===== config.mk =====
export PLATFORM = sky130hd
export DESIGN_NAME = mac_sequencer_flat
export DESIGN_NICKNAME = d
export VERILOG_FILES = /design/src/rtl/mac_sequencer_if.sv /design/src/rtl/mac_sequencer.sv /design/src/flat_wrapper.sv
export SDC_FILE = /design/constraint.sdc
export NUM_CORES = 2
export LEC_CHECK = 0
export BUFFER_PORTS_ARGS = -buffer_cell sky130_fd_sc_hd__buf_4
export CORE_MARGIN = 4
export CORE_UTILIZATION = 26
export CTS_CLUSTER_SIZE = 30
export DETAILED_ROUTE_END_ITERATION = 10
export PLACE_DENSITY = 0.37
export SLEW_MARGIN = 0
export SYNTH_ARGS = -nofsm -noshare
export SYNTH_HDL_FRONTEND = slang
export SYNTH_SLANG_ARGS = --single-unit
export TNS_END_PERCENT = 1

===== constraint.sdc =====
create_clock -name clk -period 6.35 [get_ports clk]
set_clock_uncertainty 0.05 [all_clocks]
set_input_delay 0.3175 -clock clk [delete_from_list [all_inputs] [get_ports clk]]
set_output_delay 0.3175 -clock clk [all_outputs]
set_load 0.02 [all_outputs]

===== src/rtl/mac_sequencer_if.sv =====
// Word-addressed host slave bus for the MAC sequencer.
// Reads answer one cycle later, flagged by readdatavalid.
interface mac_sequencer_if #(
    parameter int unsigned ADDR_W = 10,
    parameter int unsigned DATA_W = 32
) ();
    logic [ADDR_W-1:0] address;
    logic              write;
    logic [DATA_W-1:0] writedata;
    logic              read;
    logic [DATA_W-1:0] readdata;
    logic              readdatavalid;

    modport master (
        output address, write, writedata, read,
        input  readdata, readdatavalid
    );

    modport slave (
        input  address, write, writedata, read,
        output readdata, readdatavalid
    );
endinterface


===== src/rtl/mac_sequencer.sv =====
// Memory-mapped sequencer for one 3x3 MAC engine: holds taps and pixels, streams
// one window per start, and appends each engine result to a host-readable buffer.
module mac_sequencer #(
    parameter int unsigned ADDR_W       = 10,
    parameter int unsigned DATA_W       = 32,
    parameter int unsigned NUM_COEFFS   = 9,
    parameter int unsigned RESULT_DEPTH = 24,
    parameter int unsigned MAC_LATENCY  = 5
) (
    input  logic              clk,
    input  logic              reset,
    mac_sequencer_if.slave    bus,
    output logic              mac_in_valid,
    output logic [DATA_W-1:0] mac_coeff,
    output logic [DATA_W-1:0] mac_pixel,
    output logic              mac_first,
    output logic              mac_last,
    input  logic              mac_out_valid,
    input  logic [DATA_W-1:0] mac_out_data,
    output logic              done_pulse
);

    localparam int unsigned IDX_W   = ADDR_W - 2;
    localparam int unsigned TAP_W   = $clog2(NUM_COEFFS);
    localparam int unsigned PAIR_W  = $clog2(NUM_COEFFS + 1);
    localparam int unsigned BUF_W   = $clog2(RESULT_DEPTH);
    localparam int unsigned CNT_W   = $clog2(RESULT_DEPTH + 1);
    localparam int unsigned TIMEOUT = 4 * MAC_LATENCY;
    localparam int unsigned WAIT_W  = $clog2(TIMEOUT + 1);

    localparam logic [1:0] ROUTE_CTRL   = 2'd0;
    localparam logic [1:0] ROUTE_COEFF  = 2'd1;
    localparam logic [1:0] ROUTE_DATA   = 2'd2;
    localparam logic [1:0] ROUTE_RESULT = 2'd3;

    typedef enum logic [1:0] {
        S_IDLE,
        S_READ_INPUT,
        S_WAIT_CALC,
        S_READ_RESULT
    } stateT;

    stateT              state;
    logic [PAIR_W-1:0]  pairIdx;
    logic [WAIT_W-1:0]  waitCnt;
    logic [CNT_W-1:0]   resultCount;
    logic [DATA_W-1:0]  resultLatch;
    logic               doneFlag;
    logic               toutErr;
    logic               wrErr;
    logic               fullErr;

    logic [DATA_W-1:0]  coeffMem  [NUM_COEFFS];
    logic [DATA_W-1:0]  pixelMem  [NUM_COEFFS];
    logic [DATA_W-1:0]  resultMem [RESULT_DEPTH];

    logic [1:0]         route;
    logic [IDX_W-1:0]   idx;
    logic [TAP_W-1:0]   tapIdx;
    logic               idxInTaps;
    logic               ctrlWr;
    logic               tapWr;
    logic               clearFlags;
    logic               clearCount;
    logic               startReq;
    logic               countRoom;
    logic [CNT_W-1:0]   countBase;
    logic [DATA_W-1:0]  status;
    logic [DATA_W-1:0]  readMux;

    assign route      = bus.address[ADDR_W-1 -: 2];
    assign idx        = bus.address[IDX_W-1:0];
    assign tapIdx     = TAP_W'(idx);
    assign idxInTaps  = (idx < IDX_W'(NUM_COEFFS));
    assign ctrlWr     = bus.write && (route == ROUTE_CTRL);
    assign tapWr      = bus.write && ((route == ROUTE_COEFF) || (route == ROUTE_DATA));
    assign clearFlags = ctrlWr && bus.writedata[2];
    assign clearCount = ctrlWr && bus.writedata[1];
    assign startReq   = ctrlWr && bus.writedata[0];
    // Count as seen by a start in the same write: the clear is applied first.
    assign countBase  = clearCount ? '0 : resultCount;
    assign countRoom  = (countBase < CNT_W'(RESULT_DEPTH));

    always_comb begin
        status              = '0;
        status[0]           = (state != S_IDLE);
        status[1]           = doneFlag;
        status[2]           = (resultCount == CNT_W'(RESULT_DEPTH));
        status[3]           = toutErr;
        status[4]           = wrErr;
        status[5]           = fullErr;
        status[8 +: CNT_W]  = resultCount;
    end

    // Read data reflects contents before any same-cycle write.
    always_comb begin
        readMux = '0;
        case (route)
            ROUTE_CTRL:  readMux = status;
            ROUTE_COEFF: if (idxInTaps) readMux = coeffMem[tapIdx];
            ROUTE_DATA:  if (idxInTaps) readMux = pixelMem[tapIdx];
            default:     if (idx < IDX_W'(resultCount)) readMux = resultMem[BUF_W'(idx)];
        endcase
    end

    // Operand and result storage carry no reset.
    always_ff @(posedge clk) begin
        if (tapWr && (state == S_IDLE) && idxInTaps) begin
            if (route == ROUTE_COEFF) coeffMem[tapIdx] <= bus.writedata;
            else                      pixelMem[tapIdx] <= bus.writedata;
        end
        if (!reset && (state == S_READ_RESULT)) begin
            resultMem[BUF_W'(countBase)] <= resultLatch;
        end
    end

    always_ff @(posedge clk) begin
        if (reset) begin
            state             <= S_IDLE;
            pairIdx           <= '0;
            waitCnt           <= '0;
            resultCount       <= '0;
            resultLatch       <= '0;
            doneFlag          <= 1'b0;
            toutErr           <= 1'b0;
            wrErr             <= 1'b0;
            fullErr           <= 1'b0;
            mac_in_valid      <= 1'b0;
            mac_coeff         <= '0;
            mac_pixel         <= '0;
            mac_first         <= 1'b0;
            mac_last          <= 1'b0;
            done_pulse        <= 1'b0;
            bus.readdata      <= '0;
            bus.readdatavalid <= 1'b0;
        end else begin
            bus.readdatavalid <= bus.read;
            if (bus.read) bus.readdata <= readMux;

            done_pulse  <= 1'b0;
            resultCount <= countBase;
            if (clearFlags) begin
                doneFlag <= 1'b0;
                toutErr  <= 1'b0;
                wrErr    <= 1'b0;
            end
            if (tapWr && (state != S_IDLE)) wrErr <= 1'b1;
            if (startReq && (state == S_IDLE) && !countRoom) fullErr <= 1'b1;

            // FSM updates follow flag clears so a same-cycle set wins.
            case (state)
                S_IDLE: begin
                    if (startReq && countRoom) begin
                        doneFlag     <= 1'b0;
                        mac_in_valid <= 1'b1;
                        mac_coeff    <= coeffMem[0];
                        mac_pixel    <= pixelMem[0];
                        mac_first    <= 1'b1;
                        mac_last     <= (NUM_COEFFS == 1);
                        pairIdx      <= PAIR_W'(1);
                        state        <= S_READ_INPUT;
                    end
                end
                S_READ_INPUT: begin
                    mac_first <= 1'b0;
                    if (pairIdx == PAIR_W'(NUM_COEFFS)) begin
                        mac_in_valid <= 1'b0;
                        mac_last     <= 1'b0;
                        mac_coeff    <= '0;
                        mac_pixel    <= '0;
                        waitCnt      <= '0;
                        state        <= S_WAIT_CALC;
                    end else begin
                        mac_coeff <= coeffMem[TAP_W'(pairIdx)];
                        mac_pixel <= pixelMem[TAP_W'(pairIdx)];
                        mac_last  <= (pairIdx == PAIR_W'(NUM_COEFFS - 1));
                        pairIdx   <= pairIdx + PAIR_W'(1);
                    end
                end
                S_WAIT_CALC: begin
                    if (mac_out_valid) begin
                        resultLatch <= mac_out_data;
                        done_pulse  <= 1'b1;
                        state       <= S_READ_RESULT;
                    end else if (waitCnt == WAIT_W'(TIMEOUT - 1)) begin
                        toutErr <= 1'b1;
                        state   <= S_IDLE;
                    end else begin
                        waitCnt <= waitCnt + WAIT_W'(1);
                    end
                end
                S_READ_RESULT: begin
                    resultCount <= countBase + CNT_W'(1);
                    doneFlag    <= 1'b1;
                    state       <= S_IDLE;
                end
                default: state <= S_IDLE;
            endcase
        end
    end

endmodule


===== src/flat_wrapper.sv =====
// flat-port wrapper written by rule: the top's interface ports become plain ports
module mac_sequencer_flat 
#(
    parameter int unsigned ADDR_W       = 10,
    parameter int unsigned DATA_W       = 32,
    parameter int unsigned NUM_COEFFS   = 9,
    parameter int unsigned RESULT_DEPTH = 24,
    parameter int unsigned MAC_LATENCY  = 5
)
  (clk, reset, mac_in_valid, mac_coeff, mac_pixel, mac_first, mac_last, mac_out_valid, mac_out_data, done_pulse, bus_address, bus_write, bus_writedata, bus_read, bus_readdata, bus_readdatavalid);
  mac_sequencer_if #(.ADDR_W(ADDR_W), .DATA_W(DATA_W)) bus_i ();
  input  logic clk;
  input  logic reset;
  output logic mac_in_valid;
  output logic [DATA_W-1:0] mac_coeff;
  output logic [DATA_W-1:0] mac_pixel;
  output logic mac_first;
  output logic mac_last;
  input  logic mac_out_valid;
  input  logic [DATA_W-1:0] mac_out_data;
  output logic done_pulse;
  input wire logic [$bits(bus_i.address)-1:0] bus_address;
  input wire logic [$bits(bus_i.write)-1:0] bus_write;
  input wire logic [$bits(bus_i.writedata)-1:0] bus_writedata;
  input wire logic [$bits(bus_i.read)-1:0] bus_read;
  output wire logic [$bits(bus_i.readdata)-1:0] bus_readdata;
  output wire logic [$bits(bus_i.readdatavalid)-1:0] bus_readdatavalid;
  assign bus_i.address = bus_address;
  assign bus_i.write = bus_write;
  assign bus_i.writedata = bus_writedata;
  assign bus_i.read = bus_read;
  assign bus_readdata = bus_i.readdata;
  assign bus_readdatavalid = bus_i.readdatavalid;
  mac_sequencer #(.ADDR_W(ADDR_W), .DATA_W(DATA_W), .NUM_COEFFS(NUM_COEFFS), .RESULT_DEPTH(RESULT_DEPTH), .MAC_LATENCY(MAC_LATENCY)) u_core (.clk(clk), .reset(reset), .bus(bus_i), .mac_in_valid(mac_in_valid), .mac_coeff(mac_coeff), .mac_pixel(mac_pixel), .mac_first(mac_first), .mac_last(mac_last), .mac_out_valid(mac_out_valid), .mac_out_data(mac_out_data), .done_pulse(done_pulse));
endmodule

* Word level (Yosys, flattened, before mapping)
Memory sizes are Yosys's and may differ from the RTL's. A register that Yosys moved wholly into a read port is not among the register bits.
Cells that the tools add are included.
** Word-level totals
- Register bits after elaboration :: 153
- RAM bits :: 1344
- Bits of input ports :: 79
- Word-level logic and storage cells :: 123
- Memories kept :: 3
** Memories
- u_core.resultMem :: depth 24, bits a word 32, rd ports 1, clocked after memory_dff 0, wr ports 1, line mac_sequencer.sv:55 : logic [DATA_W-1:0] resultMem [RESULT_DEPTH];
- u_core.coeffMem :: depth 9, bits a word 32, rd ports 3, clocked after memory_dff 1, wr ports 1, line mac_sequencer.sv:53 : logic [DATA_W-1:0] coeffMem [NUM_COEFFS];
- u_core.pixelMem :: depth 9, bits a word 32, rd ports 3, clocked after memory_dff 1, wr ports 1, line mac_sequencer.sv:54 : logic [DATA_W-1:0] pixelMem [NUM_COEFFS];
** Cells by class
- Add/sub/neg operators :: 3
- Magnitude comparators :: 3
- Equality and inequality tests :: 15
- Mux-type cells :: 53
- Bitwise operators :: 1
- Reduce and logical (&&, ||, !) cells :: 28
** Operator list (number)
- $mux W32 :: 7
- $pmux W32 S2 :: 2
- $pmux W32 S3 :: 1
- $mux W5 :: 5
- $mux W4 :: 6
- $mux W1 :: 21
- $logic_and A1 B1 Y1 :: 12
- $add A5 B1 Y5 const B :: 2
- $eq A5 B5 Y1 const B :: 2
- $pmux W5 S2 :: 1
- $reduce_and A3 Y1 :: 3
- $eq A4 B4 Y1 const B :: 2
- $lt A8 B4 Y1 const B :: 1
- $lt A8 B5 Y1 :: 1
- $mux W2 :: 4
- $ne A2 B2 Y1 const B :: 4
- $pmux W1 S2 :: 4
- $pmux W2 S4 :: 1
- $pmux W4 S2 :: 1
- $reduce_bool A2 Y1 :: 4
- $eq A2 B2 Y1 const B :: 3
- $lt A5 B5 Y1 const B :: 1
- $add A4 B1 Y4 const B :: 1
- $eq A2 B1 Y1 const B :: 2
- 9 further kinds :: 12

* Longest topological paths before layout
- Word-level depth :: 10
- Depth in mapped cells :: 11

* Worst setup path before layout
No wires, ideal clock.
- Path type :: input to register
- From :: input port bus_address[0]
- To :: memory u_core.coeffMem[0][0] (enable)
- Library setup time :: 0.461 ns
- Arrival :: 3.692 ns
- Setup slack :: 2.147 ns
- Cell stages on the path :: 8
- Path buffers :: 7
- Cells stage by stage :: buf_2 buf_6 buf_4 buf_4 buf_4 buf_4 buf_4 nor3_1
** On the way
- Cells in the longest elaborated chain, start to end :: 4
** Ends and longest elaborated chain
- start, declared :: line flat_wrapper.sv:22 : input wire logic [$bits(bus_i.address)-1:0] bus_address;
- $lt A8 B4 Y1 :: line mac_sequencer.sv:74 : assign idxInTaps = (idx < IDX_W'(NUM_COEFFS));
- $logic_and A1 B1 Y1 :: line mac_sequencer.sv:108 : if (tapWr && (state == S_IDLE) && idxInTaps) begin
- $mux W1 :: line mac_sequencer.sv:108
- $mux W1 (implied by the code) :: line mac_sequencer.sv:109 : if (route == ROUTE_COEFF) coeffMem[tapIdx] <= bus.writedata;
- end, declared :: line mac_sequencer.sv:53
Several ways; a longest one is shown, not always the timed one.

* Final worst setup path
- From :: input port bus_address[4]
- To :: memory u_core.coeffMem[1][16] (enable)
** On the way
- Cells in the longest elaborated chain, start to end :: 4
** Ends and longest elaborated chain (line)
- $lt A8 B4 Y1 :: mac_sequencer.sv:74
- $logic_and A1 B1 Y1 :: mac_sequencer.sv:108
- $mux W1 :: mac_sequencer.sv:108
- $mux W1 (implied by the code) :: mac_sequencer.sv:109
No other way between the ends.

==> results.toml <==
[run_status]
outcome = "finished clean"

[cts]
numCtsBuffers = 173
clk_pin_slew_ns = 0.06
clock-root-buffer = "clkbuf_16"
cts_max_level = 4
cts_setup_buffers = 0
clk-insertion-delay-late_ns = 0.83
ctsResizeCount = 0
clock_sinks = 1501
clockBufferDepth = 3
cts_tree = "built"

[min_path]
hp-class = "input port to flip-flop"

[global_route]
grt_first_pass_wirelength_um = 311000
grt_usage_pct = 17.7
grt_max_degree = 137
grt_antenna_before_repair = 17
globalRouteOverflowTotal = 0
grt_pass1_vias = 37000

[floorplan]
ios = 180
core.rowCount = 179
die_x_um = 499
die_height_um = 499
fp.coreArea_mm2 = 0.239
initial_core_util_pct = 26.2
die_area_mm2 = 0.249

[detailed_routing]
vias = 36000
via_per_inst = 4.97
routedWlPerCell_um = 31.0
wl_um = 224000
drc = 0
dr.pass1.iters = 5
ant_nets = 0
drtIter0Drc = 3058

[power_and_ir_drop]
ir_drop_v = 0.000216
intPower_w = 0.0172
clkPwrFrac_pct = 42.9
p_sw_share_pct = 24.9
total_power_w = 0.0229
p_sw_w = 0.00570
p_leak_nw = 24.0
p_per_area_mw_per_mm2 = 308
p_seq_share_pct = 48.2
p_comb_share_pct = 8.9

[layout]
syn2layout_area_growth_pct = 18.7
seq_area_mm2 = 0.0435
drive_gt1_share_pct = 24.4
final_nets = 4022
utilization_pct = 31.1
multi_input_area_mm2 = 0.0181
fill_cells = 23500
layout.cells.non_filler = 7246

[place]
placed_cells = 6843
port_buffers = 179
place_congestion = 0.740
hpwlAfterDp_um = 137000

[logic_synthesis]
syn_area_mm2 = 0.0626
ys_ff_latch = 1501
synth-edff-count = 1344
async_flop_share_pct = 0
synth_warnings = 0
synth_ff_type = "edfxtp_1"
synth_fp_nets = 3743
synth_cell_types = 65
syn_inst = 3644
yosysSeqAreaShare_pct = 69.5
avgSynthCellArea_um2 = 17.2

[setup_path]
path_max_fanout = 22
cp.arrival_ns = 4.33
start_kind = "input port"
required_ns = 6.80
worstSetupPathType = "input port to flip-flop"
endpoint_kind = "flip-flop"
reg2reg_slack_ns = 2.78

[run]
maxCapViolations = 0

[sta]
hold_violations = 0
rsz0062_at_grt = "no"
worst_pin_slew_ns = 1.43
post-route-min-period_ns = 3.88
max_freq_mhz = 258
setup_violations = 0
period_share_pct = 61.0
drv_slew = 0
max_slew_margin_pct = 4.51
setup_tns_ns = 0
per-stage QoR:
step	instance area [um2]	worst slack, ns	hold WS (ns)
floorplan	62600	2.15	0.351
global placement	68000	2.07	0.399
detailed placement	68000	2.09	0.404
CTS	74300	2.42	0.143
global route	74300	2.27	0.208
finish	74300	2.47	0.220
flip-flops by register name, summed over array words and instances (netlist names), 2 cells and up, named ones only:
register             cells
u_core.bus.readdata     32
u_core.coeffMem        288
u_core.mac_coeff        32
u_core.mac_pixel        32
u_core.pairIdx           4
u_core.pixelMem        288
u_core.resultCount       5
u_core.resultLatch      32
u_core.resultMem       768
u_core.state             2
u_core.waitCnt           5
cell families after synthesis:
logic type      Yosys count  synth area share (%)
xor+xnor                  8                 0.112
buf+inv                 279                  2.11
flops                  1501                  69.5
simple gates            717                  5.18
mux                     578                  16.9
fa+ha+maj                20                 0.400
compound gates          541                  5.80
critical path: stages:
cell           delay (ns)
dlygate4sd3_1        0.54
buf_4                0.24
nor4_2               0.84
o21ai_1              0.36
nor3_1               0.40
nand2_1              0.30
nor2_4               0.92
buf_4                0.38
what timing repair did:
| item | in CTS | in global routing |
|---|---|---|
| endpoints found under the hold margin | 638 | 0 |
| endpoints found under the setup margin | 0 | 0 |
| hold buffers | 71 | 0 |
per-layer routing:
metal  track usage [%]  vias up  wire length, um
li1                  -    15400                -
met1              25.0    19400           104000
met2              28.8      953           106000
met3              2.84      259             9630
met4              3.96        0             4500
met5                 0        -                0
cells in the final DEF (no fill, tap or decap), types with 13 or more instances in the layout:
master,instances
o22ai_1,55
clkinv_1,34
a22oi_1,31
a21oi_1,64
clkbuf_1,52
o21ai_0,146
inv_1,19
nor2_1,134
a31oi_1,23
mux4_2,381
dlygate4sd3_1,71
a211oi_1,36
mux2_2,17
a221oi_1,79
o2bb2ai_1,13
nor2_4,37
nor3b_1,65
edfxtp_1,1344
dfxtp_1,153
nor2b_1,19
buf_4,274
clkbuf_16,174
clkinv_2,27
mux2i_1,179
nand2_1,341
nand3_1,34
ha_1,17
and3_1,17
worst paths after layout:
path	end	cells after the start	from
min reg2reg	u_core.fullErr$_SDFFE_PP0P_	2	u_core.fullErr$_SDFFE_PP0P_
max	u_core.coeffMem[1][16]$_DFFE_PP_	8	bus_address[4]
max reg2reg	u_core.coeffMem[1][16]$_DFFE_PP_	7	u_core.state[1]$_SDFFE_PP0P_
min	u_core.bus.readdata[10]$_SDFFE_PP0P_	4	bus_address[3]
cells in the mapped netlist, types with 19 or more instances:
cell	count	area [um2]
edfxtp_1	1344	40400
mux4_2	381	8580
nand2_1	342	1280
mux2i_1	180	1800
nor2_1	173	649
dfxtp_1	157	3140
o21ai_0	147	736
clkbuf_1	122	458
a221oi_1	79	692
nor3b_1	65	488
a21oi_1	64	320
buf_2	61	305
o22ai_1	58	363
buf_4	49	368
a211oi_1	36	270
nand3_1	34	170
a22oi_1	31	233
a31oi_1	23	144
buf_1	23	86.3
ha_1	20	250
inv_1	20	75.1
and3_1	19	119
nor2b_1	19	119
area by class of cell:
cell class	instances	share of cell area, %
antenna	8	0.0269
timing repair buffer	361	4.11
sequential	1501	58.6
clock buffer	237	6.33
inverter	22	0.118
clock inverter	86	1.11
tap	3167	5.33
multi-input combinational	1864	24.4
power groups by stage:
stage               combinational, W  clock [W]  sequential [W]
global route                 0.00218     0.0105          0.0111
global placement             0.00204          0          0.0113
finish                       0.00203    0.00983          0.0110
detailed placement           0.00204          0          0.0113
floorplan                    0.00113          0          0.0112
CTS                          0.00208     0.0101          0.0110
Note: power is estimated with default switching activity, not from simulation.
